--- config.mk ---
export PLATFORM = sky130hd
export DESIGN_NAME = exe_mdu_ctrl
export DESIGN_NICKNAME = d
export VERILOG_FILES = /design/src/rtl/exe_mdu_ctrl.sv
export SDC_FILE = /design/constraint.sdc
export NUM_CORES = 1
export LEC_CHECK = 0
export BUFFER_PORTS_ARGS = -buffer_cell sky130_fd_sc_hd__clkbuf_2
export CAP_MARGIN = 20
export CORE_ASPECT_RATIO = 1.5
export CORE_UTILIZATION = 30
export DETAILED_ROUTE_END_ITERATION = 6
export PLACE_DENSITY_LB_ADDON = 0.15
export SLEW_MARGIN = 15
export SYNTH_ARGS = -nofsm -noshare
export SYNTH_HDL_FRONTEND = slang
export SYNTH_SLANG_ARGS = --single-unit
--- constraint.sdc ---
create_clock -name clk -period 6.15 [get_ports clk]
set_input_delay 1.23 -clock clk [delete_from_list [all_inputs] [get_ports clk]]
set_output_delay 1.23 -clock clk [all_outputs]
set_load 0.01 [all_outputs]
--- src/rtl/exe_mdu_ctrl.sv ---
// exe_mdu_ctrl -- EXE-stage multiply/divide unit controller with HI/LO registers.
//
// Runs MULT/MULTU/DIV/DIVU as ITER single-step iterations on operand
// magnitudes (shift-add multiply, restoring divide), then applies the sign
// fixup and writes HI/LO. The EXE stage stalls while an operation is in
// flight; the result is held in DONE until the downstream stage accepts it.
//
// Optional feature: define MDU_FAST_MUL_EN to compute MULT/MULTU in a single
// cycle (IDLE -> DONE directly). Divide always uses the iterative path.
//
// Ports
//   clk, reset           clock; synchronous active-high reset
//   mdu_start            EXE holds a valid MDU instruction (level)
//   mdu_op[1:0]          00 MULT, 01 MULTU, 10 DIV, 11 DIVU
//   src_a, src_b         rs (multiplicand/dividend), rt (multiplier/divisor)
//   out_allow            downstream stage accepts the instruction
//   flush                cancel in-flight operation
//   hi_we, lo_we         MTHI/MTLO write strobes, data on hilo_wdata
//   ex_ready_go          EXE stage may forward its instruction
//   busy                 operation in CALC or DONE
//   hi, lo               architectural HI/LO registers
module exe_mdu_ctrl #(
  parameter int XLEN = 32,
  parameter int ITER = 32
) (
  input  logic            clk,
  input  logic            reset,
  input  logic            mdu_start,
  input  logic [1:0]      mdu_op,
  input  logic [XLEN-1:0] src_a,
  input  logic [XLEN-1:0] src_b,
  input  logic            out_allow,
  input  logic            flush,
  input  logic            hi_we,
  input  logic            lo_we,
  input  logic [XLEN-1:0] hilo_wdata,
  output logic            ex_ready_go,
  output logic            busy,
  output logic [XLEN-1:0] hi,
  output logic [XLEN-1:0] lo
);

  localparam int CW = $clog2(ITER);

  typedef enum logic [1:0] {S_IDLE, S_CALC, S_DONE} state_t;

  state_t              state;
  logic [CW-1:0]       cnt;
  logic                is_div;
  logic                neg_q;    // product / quotient sign
  logic                neg_r;    // remainder sign (follows dividend)
  logic [XLEN-1:0]     opnd;     // multiplicand or divisor magnitude
  logic [2*XLEN-1:0]   acc;      // mul: {partial, multiplier}; div: {rem, quo}

  // ---- start decode ----
  logic            op_signed, op_div, a_neg, b_neg;
  logic [XLEN-1:0] a_mag, b_mag;

  always_comb begin
    op_signed = ~mdu_op[0];
    op_div    = mdu_op[1];
    a_neg     = op_signed & src_a[XLEN-1];
    b_neg     = op_signed & src_b[XLEN-1];
    a_mag     = a_neg ? (~src_a + 1'b1) : src_a;
    b_mag     = b_neg ? (~src_b + 1'b1) : src_b;
  end

  // ---- one iteration step ----
  logic [XLEN:0]     mul_sum;
  logic [XLEN:0]     shifted;
  logic              take;
  logic [XLEN-1:0]   diff;
  logic [2*XLEN-1:0] step_next;

  always_comb begin
    mul_sum = {1'b0, acc[2*XLEN-1:XLEN]} + {1'b0, (acc[0] ? opnd : {XLEN{1'b0}})};
    shifted = {acc[2*XLEN-1:XLEN], acc[XLEN-1]};
    take    = shifted >= {1'b0, opnd};
    // remainder stays below the divisor, so the low XLEN bits are exact
    diff    = shifted[XLEN-1:0] - opnd;
    if (is_div)
      step_next = take ? {diff, acc[XLEN-2:0], 1'b1}
                       : {shifted[XLEN-1:0], acc[XLEN-2:0], 1'b0};
    else
      step_next = {mul_sum, acc[XLEN-1:1]};
  end

  // ---- sign fixup of the final step ----
  // Divide by zero needs no special case: every trial subtract succeeds,
  // giving an all-ones quotient and the dividend as remainder.
  logic [2*XLEN-1:0] prod_fix;
  logic [XLEN-1:0]   hi_res, lo_res;

  always_comb begin
    prod_fix = neg_q ? (~step_next + 1'b1) : step_next;
    if (is_div) begin
      lo_res = neg_q ? (~step_next[XLEN-1:0] + 1'b1)      : step_next[XLEN-1:0];
      hi_res = neg_r ? (~step_next[2*XLEN-1:XLEN] + 1'b1) : step_next[2*XLEN-1:XLEN];
    end else begin
      lo_res = prod_fix[XLEN-1:0];
      hi_res = prod_fix[2*XLEN-1:XLEN];
    end
  end

`ifdef MDU_FAST_MUL_EN
  logic [2*XLEN-1:0] fast_mag, fast_prod;

  always_comb begin
    fast_mag  = {{XLEN{1'b0}}, a_mag} * {{XLEN{1'b0}}, b_mag};
    fast_prod = (a_neg ^ b_neg) ? (~fast_mag + 1'b1) : fast_mag;
  end
`endif

  // ---- state machine ----
  always_ff @(posedge clk) begin
    if (reset) begin
      state  <= S_IDLE;
      cnt    <= '0;
      is_div <= 1'b0;
      neg_q  <= 1'b0;
      neg_r  <= 1'b0;
      opnd   <= '0;
      acc    <= '0;
      hi     <= '0;
      lo     <= '0;
    end else begin
      case (state)
        S_IDLE: begin
          if (hi_we) hi <= hilo_wdata;
          if (lo_we) lo <= hilo_wdata;
          if (mdu_start && !flush) begin
            cnt    <= '0;
            is_div <= op_div;
            neg_q  <= a_neg ^ b_neg;
            neg_r  <= a_neg;
            opnd   <= op_div ? b_mag : a_mag;
            acc    <= {{XLEN{1'b0}}, (op_div ? a_mag : b_mag)};
`ifdef MDU_FAST_MUL_EN
            if (!op_div) begin
              hi    <= fast_prod[2*XLEN-1:XLEN];
              lo    <= fast_prod[XLEN-1:0];
              state <= S_DONE;
            end else begin
              state <= S_CALC;
            end
`else
            state <= S_CALC;
`endif
          end
        end
        S_CALC: begin
          if (flush) begin
            state <= S_IDLE;
            cnt   <= '0;
          end else begin
            acc <= step_next;
            cnt <= cnt + 1'b1;
            if (cnt == CW'(ITER-1)) begin
              state <= S_DONE;
              hi    <= hi_res;
              lo    <= lo_res;
            end
          end
        end
        S_DONE: begin
          if (flush || out_allow) state <= S_IDLE;
        end
        default: state <= S_IDLE;
      endcase
    end
  end

  assign busy        = (state != S_IDLE);
  assign ex_ready_go = (state == S_DONE) | ~mdu_start;

endmodule
==> run summary, run 1 <==
status -> finished, final reports clean
routed len/inst -> 25.57 um
Seq/Total Area, Yosys -> 21.21%
Area contributors post-synth -> dfxtp_1 (21%), a21oi_1 (6.1%), nor2_1 (5.8%)
clock sink count -> 170
fin crit share -> 86.84%
total CTS buffers -> 17
unrepaired setup endpoints after global routing -> false
Port Buffers -> 170
first-pass GRT wire length -> 111900 um
P&R area growth vs syn -> 12.34%
Post-synth ARST share -> 0%
worst slew pin tran -> 1.032 ns
Setup TNS Final -> 0 ns
synth cell count leaders -> nor2_1 (248), nand2_1 (242), a21oi_1 (195)
post-synth cell types -> 104
final wirelength -> 77170 um
Post-Synthesis Cells -> 2230
vias in the first global route -> 17.00k
Worst-Skew Late Latency -> 0.48 ns
relative slew slack -> 31.22%
Layout Skew -> 0.03060 ns
Max IR drop VDD -> 0.0001671 V
worst path required time -> 6.52 ns
multi-input combinational cell area -> 11620 um^2
Clock Path Buffers -> 2
DR iter-0 viols -> 1241
DIE WIDTH -> 190.9 um
Arrival @ worst endpoint -> 5.71 ns
Post-synth EDFFs -> 0
Final #Nets -> 2500
Fmax -> 0.1872 GHz
final instance area -> 18030 um^2
floorplan die height -> 285.3 um
share of cells above drive strength 1 -> 14.21%
Critical Path Fanout Max -> 18
die area -> 54440 um^2
number of diodes -> 0
crit path time final -> 5.341 ns
Final setup viols -> 0
fin. max-slew vios -> 0
Hold Path Class -> reg2reg
GRT Residual Overflow -> 0
Overall Global Routing Usage -> 28.02%
share of Yosys cell area claimed by the top area cell type -> 21.21%
Worst setup SP type -> flop
Max Cap Viol -> 0
P per Cell Area -> 199.5 nW/um^2
Primary FF master, synth -> dfxtp_1
PostCTS Resize Cnt -> 0
Root Buffer -> clkbuf_16
largest net degree at the start of global routing -> 72
Ys Warns -> 0
# Post-CTS Setup Buffers -> 0
# H-tree levels -> 4
Pre-Repair DR Iteration Count -> 7
number of fill cells -> 5703
Syn Nets -> 2407
Yosys top cell by area -> dfxtp_1
core area -> 52710 um^2
io pins -> 171
DP Area -> 17430 um^2
antenna violations before repair -> 0
Worst setup EP type -> flop
DRC -> 0
Crit Path Class -> reg2reg
Post-DRT Antenna Nets -> 0
starting density of the core -> 30.45%
drt via density -> 5.818
Mapped Area -> 16050 um^2
Power Total -> 3.597 mW
clock-pin slew on the worst setup and hold paths -> 0.08 ns
Mean Syn Cell Area -> 7.197 um^2
Final Util -> 34.21%
Register Area -> 3407 um^2
fin cells -> 3018
Final GP Congestion -> 0.9612
Hold Buf Count CTS -> 0
placed wire-length estimate -> 61490 um
Yosys reg bits -> 170
most frequent cell after synthesis -> nor2_1
vias -> 17.56k
Placed Cells incl. Taps -> 2986
row cnt -> 103
Fin. Hold Viols -> 0
Leak Pwr -> 7.203 nW
TritonCTS clock tree -> yes
-- cell families after synthesis --
logic type,count (synthesis),synth area share [%]
AOI/OAI and AO/OA,715,29.45
xor gates and xnor gates,141,7.695
adders and majority gates,72,5.707
buffers and inverters,229,6.666
DFF,170,21.21
muxes,62,3.914
and+or+nand+nor,841,25.37
-- layout by cell type, fill, tap and decap left out, types with 25 or more instances in the layout --
cell type	count
a211oi_1	51
a21oi_1	193
a22oi_1	26
a31oi_1	43
and2_1	48
buf_4	54
clkbuf_2	169
dfxtp_1	169
ha_1	70
inv_1	79
mux2i_1	56
nand2_1	242
nand2b_1	25
nand3_1	35
nand4_1	29
nor2_1	246
nor3_1	78
o211ai_1	42
o21ai_0	148
or3_1	25
xnor2_1	82
xor2_1	59
-- where the power goes --
group / total (mW) / switching [mW] / internal [mW]
clock: 1.16 / 0.612 / 0.551
combinational: 1.20 / 0.804 / 0.399
sequential: 1.23 / 0.0639 / 1.17
total: 3.60 / 1.48 / 2.12
-- registers in the layout, summed over array words and instances, names as in the netlist --
| signal | flops |
|---|---|
| neg_q | 1 |
| is_div | 1 |
| acc | 64 |
| state | 2 |
| opnd | 32 |
| cnt | 5 |
| lo | 32 |
| neg_r | 1 |
| hi | 32 |
-- final cells by class --
class | instances | share of cell area (%)
multi-input cells | 1831 | 64.45
flip-flops and latches | 170 | 18.90
repair buffers | 223 | 6.940
well taps | 682 | 4.733
clock buffers | 17 | 2.359
inverters | 80 | 1.666
clock inverters | 15 | 0.9507
-- per-stage QoR --
step / setup WS, ns / hold WS (ns)
6_report: 0.8092 / 0.4668
5_1_grt: 0.5053 / 0.4889
4_1_cts: 0.8657 / 0.4689
3_5_place_dp: 0.8590 / 0.4592
3_3_place_gp: 0.8489 / 0.4555
2_1_floorplan: 1.458 / 0.4403
-- per-layer routing --
layer  global-route usage, %  vias to the layer above  share of wire (%)
met5                       0                        -                  0
met4                   19.98                        0                7.5
met3                   2.831                      192                3.7
met2                   51.70                      560                 53
met1                   29.13                     8512                 36
li1                        -                     8294                  -
-- worst max-delay path, cell delays in order, from the launching register on --
cell      delay (ns)
dfxtp_1         0.47
ha_1            0.38
a21oi_1         0.29
o21a_1          0.20
o221ai_2        0.16
o31ai_4         0.85
a211oi_1        0.20
a311oi_2        0.50
or4b_4          0.59
nor4_2          0.40
a41oi_1         0.31
o41ai_1         0.39
xnor2_1         0.17
o21ai_1         0.08
a22o_1          0.25
-- path summary, 6_finish.rpt --
| kind | startpoint | to | slack, ns | cells past startpoint |
|---|---|---|---|---|
| setup / recovery | acc[41] | hi[28] | 0.81 | 14 |
| hold / removal | opnd[30] | opnd[30] | 0.47 | 2 |
| setup reg to reg | acc[41] | hi[28] | 0.81 | 14 |
| hold reg to reg | opnd[30] | opnd[30] | 0.47 | 2 |
(Power assumes the default switching activity.)
==> run 2, diff against run 1 <==
--- a/config.mk
+++ b/config.mk
@@ -9,6 +9,7 @@
 export CAP_MARGIN = 20
 export CORE_ASPECT_RATIO = 1.5
 export CORE_UTILIZATION = 30
+export CTS_BUF_LIST = sky130_fd_sc_hd__clkbuf_4
 export DETAILED_ROUTE_END_ITERATION = 6
 export PLACE_DENSITY_LB_ADDON = 0.15
 export SLEW_MARGIN = 15
==> run summary, run 2 (synthesis results as in run 1) <==
status -> finished, final reports clean (unchanged)
CP Depth -> 14 (unchanged)
final wirelength -> 77360 um (was 77170 um)
WHS Path Cells -> 2 (unchanged)
Fmax -> 0.1852 GHz (was 0.1872 GHz)
number of fill cells -> 5732 (was 5703)
Slowest cell on crit path -> o31ai_4 (unchanged)
PostCTS Resize Cnt -> 0 (unchanged)
Worst setup SP type -> flop (unchanged)
io pins -> 171 (unchanged)
clock-pin slew on the worst setup and hold paths -> 0.20 ns (was 0.08 ns)
drt via density -> 5.837 (was 5.818)
Layout Skew -> 0.06198 ns (was 0.03060 ns)
Largest register FFs -> 64 (unchanged)
Setup TNS Final -> 0 ns (unchanged)
CP cell instances -> ha_1 -> a21oi_1 -> o21a_1 -> o221ai_2 -> o31ai_4 -> a211oi_1 -> a311oi_2 -> or4b_4 -> nor4b_4 -> nand4_2 -> or4_1 -> a21o_1 -> o311a_1 -> a31oi_1 (was ha_1 -> a21oi_1 -> o21a_1 -> o221ai_2 -> o31ai_4 -> a211oi_1 -> a311oi_2 -> or4b_4 -> nor4_2 -> a41oi_1 -> o41ai_1 -> xnor2_1 -> o21ai_1 -> a22o_1)
worst r2r path cells -> 14 (unchanged)
placed wire-length estimate -> 61490 um (unchanged)
P&R area growth vs syn -> 10.50% (was 12.34%)
first-pass GRT wire length -> 111700 um (was 111900 um)
# Post-CTS Setup Buffers -> 0 (unchanged)
DIE WIDTH -> 190.9 um (unchanged)
Port Buffers -> 170 (unchanged)
most frequent cells in the layout -> nor2_1 (246), nand2_1 (242), a21oi_1 (193), dfxtp_1 (169), clkbuf_2 (169) (unchanged)
Final setup viols -> 0 (unchanged)
Worst setup EP type -> flop (unchanged)
core area -> 52710 um^2 (unchanged)
P per Cell Area -> 180.3 nW/um^2 (was 199.5 nW/um^2)
Arrival @ worst endpoint -> 6.02 ns (was 5.71 ns)
largest net degree at the start of global routing -> 72 (unchanged)
# H-tree levels -> 4 (unchanged)
worst path required time -> 6.77 ns (was 6.52 ns)
row cnt -> 103 (unchanged)
floorplan die height -> 285.3 um (unchanged)
CP max stage delay -> 0.86 ns (was 0.85 ns)
CP top delay family -> compound AO/OA/AOI/OAI gates (unchanged)
DRC -> 0 (unchanged)
crit path time final -> 5.400 ns (was 5.341 ns)
WP buf/inv -> 0 (unchanged)
pre-CTS WS -> 0.8590 ns (unchanged)
GRT Residual Overflow -> 0 (unchanged)
worst slew pin tran -> 1.040 ns (was 1.032 ns)
Fin. Hold Viols -> 0 (unchanged)
DR iter-0 viols -> 1378 (was 1241)
Max Cap Viol -> 0 (unchanged)
clock sink count -> 170 (unchanged)
TritonCTS clock tree -> yes (unchanged)
Final #Nets -> 2500 (unchanged)
die area -> 54440 um^2 (unchanged)
fin crit share -> 87.81% (was 86.84%)
Hold Crit Start -> opnd[10] (was opnd[30])
Worst R2R Start -> acc[41] (unchanged)
most common cell after layout, fill and taps aside -> nor2_1 (unchanged)
setup ws final -> 0.7499 ns (was 0.8092 ns)
starting density of the core -> 30.45% (unchanged)
Root Buffer -> clkbuf_4 (was clkbuf_16)
Worst-Skew Late Latency -> 0.71 ns (was 0.48 ns)
vias -> 17.62k (was 17.56k)
Clock Path Buffers -> 2 (unchanged)
Biggest register -> acc (unchanged)
vias in the first global route -> 16.95k (was 17.00k)
fin. max-slew vios -> 0 (unchanged)
Critical Path Fanout Max -> 18 (unchanged)
Pre-Repair DR Iteration Count -> 6 (was 7)
routed len/inst -> 25.63 um (was 25.57 um)
Hold Path Class -> reg2reg (unchanged)
Max IR drop VDD -> 0.0001071 V (was 0.0001671 V)
antenna violations before repair -> 1 (was 0)
Hold Buf Count CTS -> 0 (unchanged)
Post-DRT Antenna Nets -> 0 (unchanged)
relative slew slack -> 30.67% (was 31.22%)
Leak Pwr -> 7.071 nW (was 7.203 nW)
Overall Global Routing Usage -> 28.01% (was 28.02%)
worst setup path start -> acc[41] (unchanged)
total CTS buffers -> 17 (unchanged)
share of cells above drive strength 1 -> 14.21% (unchanged)
unrepaired setup endpoints after global routing -> false (unchanged)
Crit Path Class -> reg2reg (unchanged)
Final GP Congestion -> 0.9612 (unchanged)
## run 2: cell type report
type	instances	area, um^2	area share (%)
Antenna cell	1	2.502	0.01411
Clock buffer	17	127.6	0.7196
Tap cell	682	853.3	4.812
Clock inverter	15	171.4	0.9666
Inverter	80	300.3	1.693
Multi-Input combinational cell	1831	11620	65.53
Sequential cell	170	3407	19.21
Timing Repair Buffer	223	1251	7.055
## run 2: path summary, 6_finish.rpt
kind / to / slack [ns]
worst min register to register: opnd[10] / 0.48
worst max-delay path: hi[27] / 0.75
worst max register to register: hi[27] / 0.75
worst min-delay path: opnd[10] / 0.48
## run 2: per-stage QoR
step           instance area [um^2]  power (mW)  hold slack (ns)  std cells  utilization [%]
2_1_floorplan                 16050       1.989           0.4403       2230                -
3_3_place_gp                  17430       2.443           0.4555       2986            33.07
3_5_place_dp                  17430       2.443           0.4592       2986            33.07
4_1_cts                       17730       3.201           0.4794       3018            33.64
5_1_grt                       17730       3.327           0.4993       3019            33.65
6_report                      17730       3.198           0.4784       3019            33.65
## run 2: worst reg2reg max path, stage by stage, from the launching register on
cell and delay [ns]:
dfxtp_1 0.52, ha_1 0.39, a21oi_1 0.28, o21a_1 0.19, o221ai_2 0.16, o31ai_4 0.86, a211oi_1 0.21, a311oi_2 0.48
or4b_4 0.59, nor4b_4 0.50, nand4_2 0.25, or4_1 0.45, a21o_1 0.19, o311a_1 0.12, a31oi_1 0.15
## run 2: routing by layer
metal	vias to the layer above	share of wire (%)	GRT usage [%]
met3	199	3.5	2.782
met2	596	52	51.41
li1	8298	-	-
met1	8529	36	29.25
met5	-	0	0
met4	0	7.6	20.28
## run 2: report_power, final
group / internal (mW) / total (mW) / switching, mW
sequential: 1.17 / 1.23 / 0.0641
combinational: 0.399 / 1.21 / 0.809
clock: 0.193 / 0.757 / 0.564
total: 1.76 / 3.20 / 1.44
